`config.mk`:
```
export PLATFORM = sky130hd
export DESIGN_NAME = weight_loader
export DESIGN_NICKNAME = d
export VERILOG_FILES = /design/src/rtl/weight_loader.sv
export SDC_FILE = /design/constraint.sdc
export NUM_CORES = 1
export LEC_CHECK = 0
export CORE_ASPECT_RATIO = 1.25
export CORE_MARGIN = 1
export CORE_UTILIZATION = 40
export DETAILED_ROUTE_END_ITERATION = 8
export GPL_ROUTABILITY_DRIVEN = 0
export PLACE_DENSITY = 0.72
export SYNTH_ARGS = -nofsm -noshare
export SYNTH_HDL_FRONTEND = slang
export SYNTH_SLANG_ARGS = --single-unit
```
`constraint.sdc`:
```
create_clock -name clk -period 5.8 [get_ports clk]
set_input_delay 0.87 -clock clk [delete_from_list [all_inputs] [get_ports clk]]
set_output_delay 0.87 -clock clk [all_outputs]
set_load 0.01 [all_outputs]
```
`src/rtl/weight_loader.sv`:
```
// Weight-port front end for the convolution core: streams WEIGHT_COUNT words to
// sequential weight addresses, verifies a trailing checksum, and gates pixel traffic.
module weight_loader #(
    parameter int WEIGHT_COUNT = 77,
    parameter int DATA_W       = 16,
    parameter int ADDR_W       = 32,
    parameter int PIX_W        = 16
) (
    input  logic              clk,
    input  logic              rst,
    input  logic              start,
    input  logic [DATA_W-1:0] s_data,
    input  logic              s_valid,
    output logic              s_ready,
    output logic [DATA_W-1:0] weight_wr_data,
    output logic [ADDR_W-1:0] weight_wr_addr,
    output logic              weight_wr_en,
    output logic              busy,
    output logic              load_done,
    output logic              load_err,
    input  logic [PIX_W-1:0]  pix_in_data,
    input  logic              pix_in_valid,
    output logic [PIX_W-1:0]  pix_out_data,
    output logic              pix_out_valid
);

    localparam int CNT_W = $clog2(WEIGHT_COUNT);

    typedef enum logic [2:0] {IDLE, LOAD, CHECK, DONE, ERR} state_t;

    state_t            state;
    state_t            state_nxt;
    logic [CNT_W-1:0]  cnt;
    logic [DATA_W-1:0] sum;
    logic              accept;
    logic              take_start;
    logic              last_word;

    assign s_ready    = (state == LOAD) || (state == CHECK);
    assign busy       = s_ready;
    assign load_done  = (state == DONE);
    assign load_err   = (state == ERR);
    assign accept     = s_valid & s_ready;
    assign take_start = start & ((state == IDLE) || (state == DONE) || (state == ERR));
    assign last_word  = (cnt == CNT_W'(WEIGHT_COUNT - 1));

    always_ff @(posedge clk) begin
        if (rst) state <= IDLE;
        else     state <= state_nxt;
    end

    always_comb begin
        state_nxt = state;
        case (state)
            IDLE, DONE, ERR: if (take_start) state_nxt = LOAD;
            LOAD:            if (accept && last_word) state_nxt = CHECK;
            CHECK:           if (accept) state_nxt = (s_data == sum) ? DONE : ERR;
            default:         state_nxt = IDLE;
        endcase
    end

    always_ff @(posedge clk) begin
        if (rst) begin
            cnt            <= '0;
            sum            <= '0;
            weight_wr_en   <= 1'b0;
            weight_wr_addr <= '0;
            weight_wr_data <= '0;
            pix_out_valid  <= 1'b0;
            pix_out_data   <= '0;
        end else begin
            weight_wr_en <= 1'b0;
            if (take_start) begin
                cnt <= '0;
                sum <= '0;
            end
            if (state == LOAD && accept) begin
                weight_wr_en   <= 1'b1;
                weight_wr_addr <= ADDR_W'(cnt);
                weight_wr_data <= s_data;
                cnt            <= cnt + CNT_W'(1);
                sum            <= sum + s_data;
            end
            // A start sampled in DONE closes the gate in that same cycle.
            pix_out_valid <= pix_in_valid & (state == DONE) & ~start;
            if (pix_in_valid) pix_out_data <= pix_in_data;
        end
    end

endmodule

```
After elaboration in Yosys (flattened, before gate mapping)
Index checks and enable logic that the tools add are counted.
{ "totals": {"ff_bits": 67, "in_bits": 37, "output_inout_bits": 70, "wordCells": 43} }
{ "op_classes": {"add_sub_neg": 2, "eq_ne": 9, "n_mux": 10, "n_bitwise": 5, "reduce_logical": 9} }
{ "ops": {"columns": ["operator", "count"], "rows": [
  ["two-way mux 16 bit", 2],
  ["adder 16 bit", 1],
  ["equality test 16 bit", 1],
  ["two-way mux 7 bit", 2],
  ["two-way mux 3 bit", 4],
  ["case mux 3 bit (3 select lines)", 1],
  ["adder 7 x 1 -> 7 bit (second input constant)", 1],
  ["equality test 7 bit (second input constant)", 1],
  ["equality test 3 x 2 -> 1 bit (second input constant)", 2],
  ["bitwise AND 1 bit", 4],
  ["inequality test 2 bit (second input constant)", 2],
  ["equality test 3 x 1 -> 1 bit (second input constant)", 1],
  ["equality test 3 bit (second input constant)", 1],
  ["logical NOT 3 bit", 1],
  ["logical OR 1 bit", 3],
  ["AND reduction 3 bit", 1],
  ["OR reduction 3 bit", 1],
  ["logical AND 1 bit", 2],
  ["inequality test 2 x 1 -> 1 bit (second input constant)", 1],
  ["nonzero test 2 bit", 1],
  ["two-way mux 1 bit", 1],
  ["inverter 1 bit", 1]
]} }

Logic depth before layout (Yosys ltp)
Gate-level depths: netlist of the first run.
{ "depth": {"ltp_word": 6, "ltp_mapped": 9} }

Worst setup path after synthesis of the first run
Ideal clock, no wire load.
{ "synth_path": {"path_kind": "input-to-reg", "start": "in s_data[0]", "end": "reg sum[10]", "setup_time_ps": 128, "arrival_ps": 2461, "required_ps": 5672, "slack_ps": 3210, "path_stages": 9, "path_buffers": 0, "path_cell_list": "ha_1 -> inv_1 -> fa_1 -> nor2b_1 -> o211ai_1 -> a31oi_1 -> a41oi_1 -> xor2_1 -> o21ai_1"} }
{ "synth_via": {"elab_chain_cells": 2} }
{ "synth_rtl": {"columns": ["element", "line", "source"], "rows": [
  ["start, declared", "12", "input logic [DATA_W-1:0] s_data,"],
  ["adder 16 bit", "82", "sum <= sum + s_data;"],
  ["two-way mux 16 bit", "77", "if (state == LOAD && accept) begin"],
  ["end signal, assigned", "82", null],
  ["end, declared", "34", "logic [DATA_W-1:0] sum;"]
]} }
No other way between the ends.
A chain may end at the register's enable or synchronous reset.

Worst setup path in the final report of the first run
{ "layout_path": {"start": "in start", "end": "reg sum[8]"} }
{ "layout_via": {"elab_chain_cells": 2} }
{ "layout_rtl": {"columns": ["element", "line", "source"], "rows": [
  ["start, declared", "11", "input logic start,"],
  ["bitwise AND 1 bit", "44", "assign take_start = start & ((state == IDLE) || (state == DONE) || (state == ERR));"],
  ["nonzero test 2 bit (no source line)", null, null]
]} }
No other way between the ends.

==> impl_metrics.tcl, run 1 <==
set metrics [dict create \
    synth_seq_cells 67 \
    cts_resized 0 \
    r2r_slack_ns 3.14 \
    cts.clk_slew.worst_paths_ns 0.07 \
    synth_cells 437 \
    antenna_cells 0 \
    start_kind "input pin" \
    clock_latency_ns 0.35 \
    grt_overflow 0 \
    initial_core_util_pct 41.24 \
    tns_ns 0 \
    use_met3_pct 4.371 \
    internal_power_uw 880.4 \
    grt_usage_pct 18.70 \
    comb_power_share_pct 35.6 \
    drcViolationCount 0 \
    drt_wl_total_mm 8.283 \
    rows 38 \
    avgRoutedWirePerCell_um 13.21 \
    power_per_cell_area_nw_per_um2 302.6 \
    fin_crit_ns 3.072 \
    grt-busiest-layer "met2" \
    grt_pass1_wl_mm 13.52 \
    cp_slowest_cell "a21oi_1" \
    syn_area_per_cell_um2 8.212 \
    switchingPower_uw 485.8 \
    setup_violations 0 \
    cellLeakagePower_uw 0.001750 \
    rsz0062_at_grt "false" \
    outcome "finished, final reports clean" \
    ys_seq_area_share_pct 37.38 \
    power.share.clock_pct 24.3 \
    drv_slew 0 \
    cts_hold_buf 0 \
    netlist_area_um2 3588 \
    worst_path_dominant_cell_family "compound AO/OA/AOI/OAI gates" \
    ioPinCount 107 \
    met1_usage_pct 21.29 \
    antenna_found_initial 0 \
    cts_tree "built" \
    synth_area_leaders "dfxtp_1, nand2_1, a21oi_1" \
    nets 560 \
    async_flop_share_pct 0 \
    clock_sinks 67 \
    cp.arrival_ns 3.37 \
    cp_num_buf_inv 1 \
    max_stage_delay_ns 0.74 \
    drtPass1Iterations 4 \
    grt_max_degree 60 \
    synthToLayoutAreaGrowth_pct 25.80 \
    numCtsBuffers 9 \
    cp-end-kind "flip-flop" \
    fin_skew_ns 0.006205 \
    multi_input_area_um2 2006 \
    max_freq_mhz 325.6 \
    worst_ep_required_time_ns 6.09 \
    cts-htree-levels 3 \
    hp-class "reg2reg" \
    synth_area_leader_cell "dfxtp_1" \
    numPortBuffers 81 \
    tightest_slew_ns 1.157 \
    drv_cap 0 \
    pwr-share-seq_pct 40.1 \
    crit_path_max_fanout 11 \
    fp.dieW_um 86.72 \
    coreArea_um2 8701 \
    synth_top_area_share_pct 37.38 \
    nFillCells 838 \
    drive_gt1_share_pct 4.931 \
    clockRootBuffer "clkbuf_8" \
    clock_path_buffers 2 \
    num_vias 3198 \
    swShare_pct 35.56 \
    finalHoldViolations 0 \
    period_share_pct 52.96 \
    fp.dieH_um 107.9 \
    drtIter0Drc 188 \
    slew-limit-headroom_pct 22.86 \
    postRouteAntennaNets 0 \
    vias_per_cell 5.100 \
    regArea_um2 1341 \
    synth.distinct_cells 56 \
    yosys_warnings 0 \
    dp_hpwl_mm 5.836 \
    die_area_um2 9356 \
    synthFlopType "dfxtp_1" \
    cts_setup_buffers 0 \
    cp_cell_sequence "clkdlybuf4s50_1 -> nand2_1 -> a21oi_1 -> a21oi_1 -> nor2b_1 -> a22oi_1 -> nand2_1" \
    power_uw 1366 \
    irDropWorstVdd_mv 0.1400 \
    grt_pass1_vias 2951 \
    synth-edff-count 0 \
    grtUsageMet2_pct 31.69 \
    worstSetupPathType "in2reg" \
]
==> cell type report <==
type                            instances  share of cell area, %
Multi-Input combinational cell        333                  44.43
Inverter                               11                 0.9146
Clock buffer                           10                  3.049
Clock inverter                          3                 0.3880
Sequential cell                        67                  29.71
Timing Repair Buffer                   83                  18.18
Tap cell                              120                  3.326
==> cell usage in the layout (no fill, tap or decap), types with 2 or more instances in the layout <==
| cell | n |
|---|---|
| a41oi_1 | 3 |
| nor4_1 | 3 |
| o21bai_1 | 3 |
| ha_1 | 17 |
| a21oi_1 | 49 |
| clkinv_1 | 2 |
| nand2b_1 | 3 |
| xor2_1 | 3 |
| inv_1 | 8 |
| o41ai_1 | 2 |
| clkbuf_8 | 10 |
| conb_1 | 25 |
| o21a_1 | 2 |
| and3_1 | 3 |
| mux2i_1 | 18 |
| xnor2_1 | 6 |
| nor3_1 | 3 |
| clkdlybuf4s50_1 | 80 |
| and2_1 | 2 |
| or3_1 | 3 |
| a311o_1 | 2 |
| a22oi_1 | 5 |
| o21ai_0 | 4 |
| nor2_1 | 37 |
| or2_0 | 2 |
| nor2b_1 | 5 |
| o211a_1 | 2 |
| nand3_1 | 8 |
| nand2_1 | 71 |
| nand4_1 | 3 |
| nor3b_1 | 4 |
| a211oi_1 | 4 |
| o21ai_1 | 16 |
| nand3b_1 | 4 |
| clkinv_2 | 2 |
| a21o_1 | 2 |
| dfxtp_1 | 67 |
| buf_4 | 2 |
==> synthesized netlist by cell type, drive strengths merged, types with 4 or more instances <==
| library cell | n |
|---|---|
| or2 | 4 |
| mux2i | 18 |
| clkbuf | 18 |
| inv | 9 |
| ha | 17 |
| a22oi | 5 |
| buf | 32 |
| nand2 | 71 |
| dfxtp | 67 |
| xnor2 | 6 |
| nor2b | 5 |
| o21bai | 4 |
| a21oi | 49 |
| nand3b | 4 |
| nand3 | 8 |
| nand2b | 4 |
| o21ai | 20 |
| nor2 | 38 |
| nor3b | 4 |
| a211oi | 4 |
==> worst min-delay path, stage by stage, from the launching register on <==
cell and delay [ns]:
dfxtp_1 0.31, nand2_1 0.05, o21ai_1 0.05
==> layer usage <==
| layer | wire length (um) | part of all wire [%] |
|---|---|---|
| met2 | 4116 | 50 |
| met5 | 0 | 0 |
| met3 | 493 | 6.0 |
| met4 | 226 | 2.7 |
| met1 | 3447 | 42 |
==> power by group through the flow <==
stage	logic, uW	clock network [uW]	registers (uW)
after floorplan	346	0	552
after global placement	478	0	555
after detailed placement	487	0	557
after CTS	490	347	547
after global routing	544	362	555
final	486	332	548
==> registers in the layout (all words and copies together), names as in the netlist <==
| signal | flops |
|---|---|
| weight_wr_data | 16 |
| cnt | 7 |
| sum | 16 |
| weight_wr_addr | 7 |
| pix_out_valid | 1 |
| pix_out_data | 16 |
| weight_wr_en | 1 |
| state | 3 |
==> per-stage QoR <==
stage | util [%] | hold WS, ns | setup slack (ns) | std cells | cell area, um2
floorplan | - | 0.4291 | 3.210 | 461 | 3679
global placement | 50.10 | 0.4360 | 2.446 | 614 | 4359
detailed placement | 50.10 | 0.4432 | 2.383 | 614 | 4359
CTS | 51.88 | 0.4534 | 2.731 | 627 | 4514
global route | 51.88 | 0.4799 | 2.465 | 627 | 4514
finish | 51.88 | 0.4486 | 2.728 | 627 | 4514
==> final timing paths <==
check                   startpoint                   to  depth (start not counted)
max                          start  sum[8]$_SDFFE_PP0P_                          7
max reg2reg  state[1]$_SDFFE_PP0P_  sum[8]$_SDFFE_PP0P_                          6
min reg2reg    sum[9]$_SDFFE_PP0P_  sum[9]$_SDFFE_PP0P_                          2
min            sum[9]$_SDFFE_PP0P_  sum[9]$_SDFFE_PP0P_                          2
==> cell families (layout without fill, tap and decap cells) <==
logic type | after synthesis | after routing | share of synthesized area [%]
AO/OA/AOI/OAI | 106 | 106 | 19.14
XOR/XNOR | 9 | 9 | 2.197
AND/OR/NAND/NOR | 157 | 157 | 20.36
other | 1 | 25 | 0.1045
adder cells (fa/ha/maj) | 18 | 18 | 6.485
multiplexers | 18 | 18 | 5.021
flip-flops | 67 | 67 | 37.38
buffers and inverters | 61 | 107 | 9.310
(Power assumes the default switching activity.)
==> run 2: changes to the inputs <==
==> constraint.sdc (replaced) <==
create_clock -name clk -period 3.15 [get_ports clk]
set_input_delay 0.4725 -clock clk [delete_from_list [all_inputs] [get_ports clk]]
set_output_delay 0.4725 -clock clk [all_outputs]
set_load 0.01 [all_outputs]
==> run 2 against run 1 <==
  * Register-to-register slack got worse by 2.1 ns
  * Count of clock-buffer cells in the layout decreased by 1
  * Cell area increased by 2.7%
  * Highest routed layer unchanged
  * Critical path type unchanged
  * Sequential share of layout area decreased by 0.79 points
  * Clock power increased to 2.6 times the previous value
  * Routed wire length increased by 1.4%
  * Critical endpoint is now sum[12]$_SDFFE_PP0P_
  * Non-clock buffer count increased by 5
  * Hold slack improved by 0.0071 ns
  * Clock skew increased by 0.0090 ns
  * Combinational power increased by 90%
==> impl_metrics.tcl, run 2 (synthesized netlist as in run 1, its figures left out) <==
set metrics [dict create \
    outcome "finished, final reports clean" \
    ioPinCount 107 \
    timing.rr.end "sum[12]$_SDFFE_PP0P_" \
    max_freq_mhz 413.4 \
    drive_gt1_share_pct 6.408 \
    tightest_slew_ns 0.7332 \
    vias_per_cell 5.082 \
    fin_skew_ns 0.01523 \
    grt_max_degree 49 \
    r2r_slack_ns 1.00 \
    die_area_um2 9356 \
    cellLeakagePower_uw 0.001813 \
    cts_resized 0 \
    hold_path_startpoint "weight_wr_data[9]$_SDFFE_PP0P_" \
    fp.dieH_um 107.9 \
    worstSetupPathType "in2reg" \
    final_area_um2 4637 \
    clock_path_buffers 2 \
    cp-end-kind "flip-flop" \
    r2r_cells 10 \
    cts-htree-levels 3 \
    comb_power_share_pct 33.0 \
    cts.clk_slew.worst_paths_ns 0.07 \
    tns_ns 0 \
    postRouteAntennaNets 0 \
    numCtsBuffers 9 \
    initial_core_util_pct 41.24 \
    drv_slew 0 \
    slew-limit-headroom_pct 51.02 \
    pwr-share-seq_pct 35.9 \
    numPortBuffers 81 \
    grt_overflow 0 \
    coreArea_um2 8701 \
    reg2reg_from "sum[0]$_SDFFE_PP0P_" \
    rsz0062_at_grt "false" \
    avgRoutedWirePerCell_um 13.23 \
    cts_tree "built" \
    drtIter0Drc 199 \
    clockRootBuffer "clkbuf_8" \
    synthToLayoutAreaGrowth_pct 29.22 \
    nets 565 \
    cp_slowest_cell "clkdlybuf4s50_1" \
    clock_sinks 67 \
    switchingPower_uw 926.5 \
    max_stage_delay_ns 0.42 \
    fin_crit_ns 2.419 \
    grt_usage_pct 18.82 \
    cp.arrival_ns 2.64 \
    swShare_pct 33.10 \
    power.share.clock_pct 31.0 \
    power_per_cell_area_nw_per_um2 603.6 \
    clock_latency_ns 0.35 \
    irDropWorstVdd_mv 0.3295 \
    worst_ep_required_time_ns 3.37 \
    hp-class "reg2reg" \
    period_share_pct 76.79 \
    cts_setup_buffers 0 \
    drcViolationCount 0 \
    internal_power_uw 1873 \
    reg_top3 "pix_out_data: 16 flops, sum: 16 flops, weight_wr_data: 16 flops" \
    drv_cap 0 \
    drtPass1Iterations 4 \
    holdPathEnd "weight_wr_data[9]$_SDFFE_PP0P_" \
    dp_hpwl_mm 6.112 \
    fp.dieW_um 86.72 \
    grt_pass1_vias 3018 \
    mostFrequentLayoutCells "clkdlybuf4s50_1, nand2_1, dfxtp_1" \
    finalHoldViolations 0 \
    final_common_cell "clkdlybuf4s50_1" \
    antenna_cells 0 \
    cp_cell_sequence "clkdlybuf4s50_1 -> ha_1 -> inv_1 -> fa_1 -> nor2b_1 -> o211ai_1 -> a31oi_1 -> buf_4 -> o41ai_1 -> xor2_1 -> o21ai_1" \
    grt_pass1_wl_mm 13.72 \
    antenna_found_initial 0 \
    setup_violations 0 \
    worst_path_dominant_cell_family "compound AO/OA/AOI/OAI gates" \
    rows 38 \
    cp_num_buf_inv 3 \
    place_area_um2 4397 \
    drt_wl_total_mm 8.402 \
    start_kind "input pin" \
    holdPathStages 2 \
    crit_path_max_fanout 5 \
    cts_hold_buf 0 \
    num_vias 3227 \
]
run 2: cell type report:
type	count	area [um2]
clock buffer	9	123.9
clock inverter	7	116.4
fill	841	4064
inverter	11	41.29
multi-input combinational	333	2006
sequential	67	1341
tap	120	150.1
timing repair buffer	88	858.3
run 2: power groups by stage:
stage	Combinational [uW]	Clock (uW)	Sequential, uW
floorplan	638	0	1020
global placement	906	0	1020
detailed placement	921	0	1020
CTS	926	890	1010
global route	1020	926	1020
finish	924	869	1010
run 2: worst reg2reg max path: stages (launching register included):
cell and delay (ns):
dfxtp_1 0.32, ha_1 0.20, inv_1 0.08, fa_1 0.21, nor2b_1 0.07, o211ai_1 0.21
a31oi_1 0.12, buf_4 0.17, o41ai_1 0.40, xor2_1 0.19, o21ai_1 0.07
run 2: how the worst max path moves through the flow:
stage | from | to | slack, ns | cells after the start
3_3_place_gp | s_data[2] | sum[12]$_SDFFE_PP0P_ | 0.44 | 9
5_1_grt | s_data[0] | sum[10]$_SDFFE_PP0P_ | 0.58 | 11
3_5_place_dp | s_data[0] | sum[10]$_SDFFE_PP0P_ | 0.40 | 11
6_report | s_data[0] | sum[12]$_SDFFE_PP0P_ | 0.73 | 11
2_1_floorplan | s_data[0] | sum[10]$_SDFFE_PP0P_ | 0.96 | 9
4_1_cts | state[0]$_SDFFE_PP0P_ | load_done | 0.75 | 3
run 2: metrics by stage:
step | util, % | total power, uW | std cells | setup slack [ns] | hold WS [ns]
finish | 53.29 | 2799 | 635 | 0.7312 | 0.4558
global route | 53.29 | 2964 | 635 | 0.5827 | 0.4682
CTS | 53.29 | 2821 | 635 | 0.7500 | 0.4512
detailed placement | 50.53 | 1946 | 619 | 0.3972 | 0.4453
global placement | 50.53 | 1927 | 619 | 0.4400 | 0.4376
floorplan | - | 1654 | 461 | 0.9578 | 0.4291
run 2: per-layer routing:
layer  up-vias  global-route usage (%)  part of all wire, %
met1      1499                   21.56                   43
met5         -                       0                    0
met4         0                   9.643                  2.0
li1       1605                       -                    -
met2       104                   31.69                   49
met3        19                   5.291                  5.9
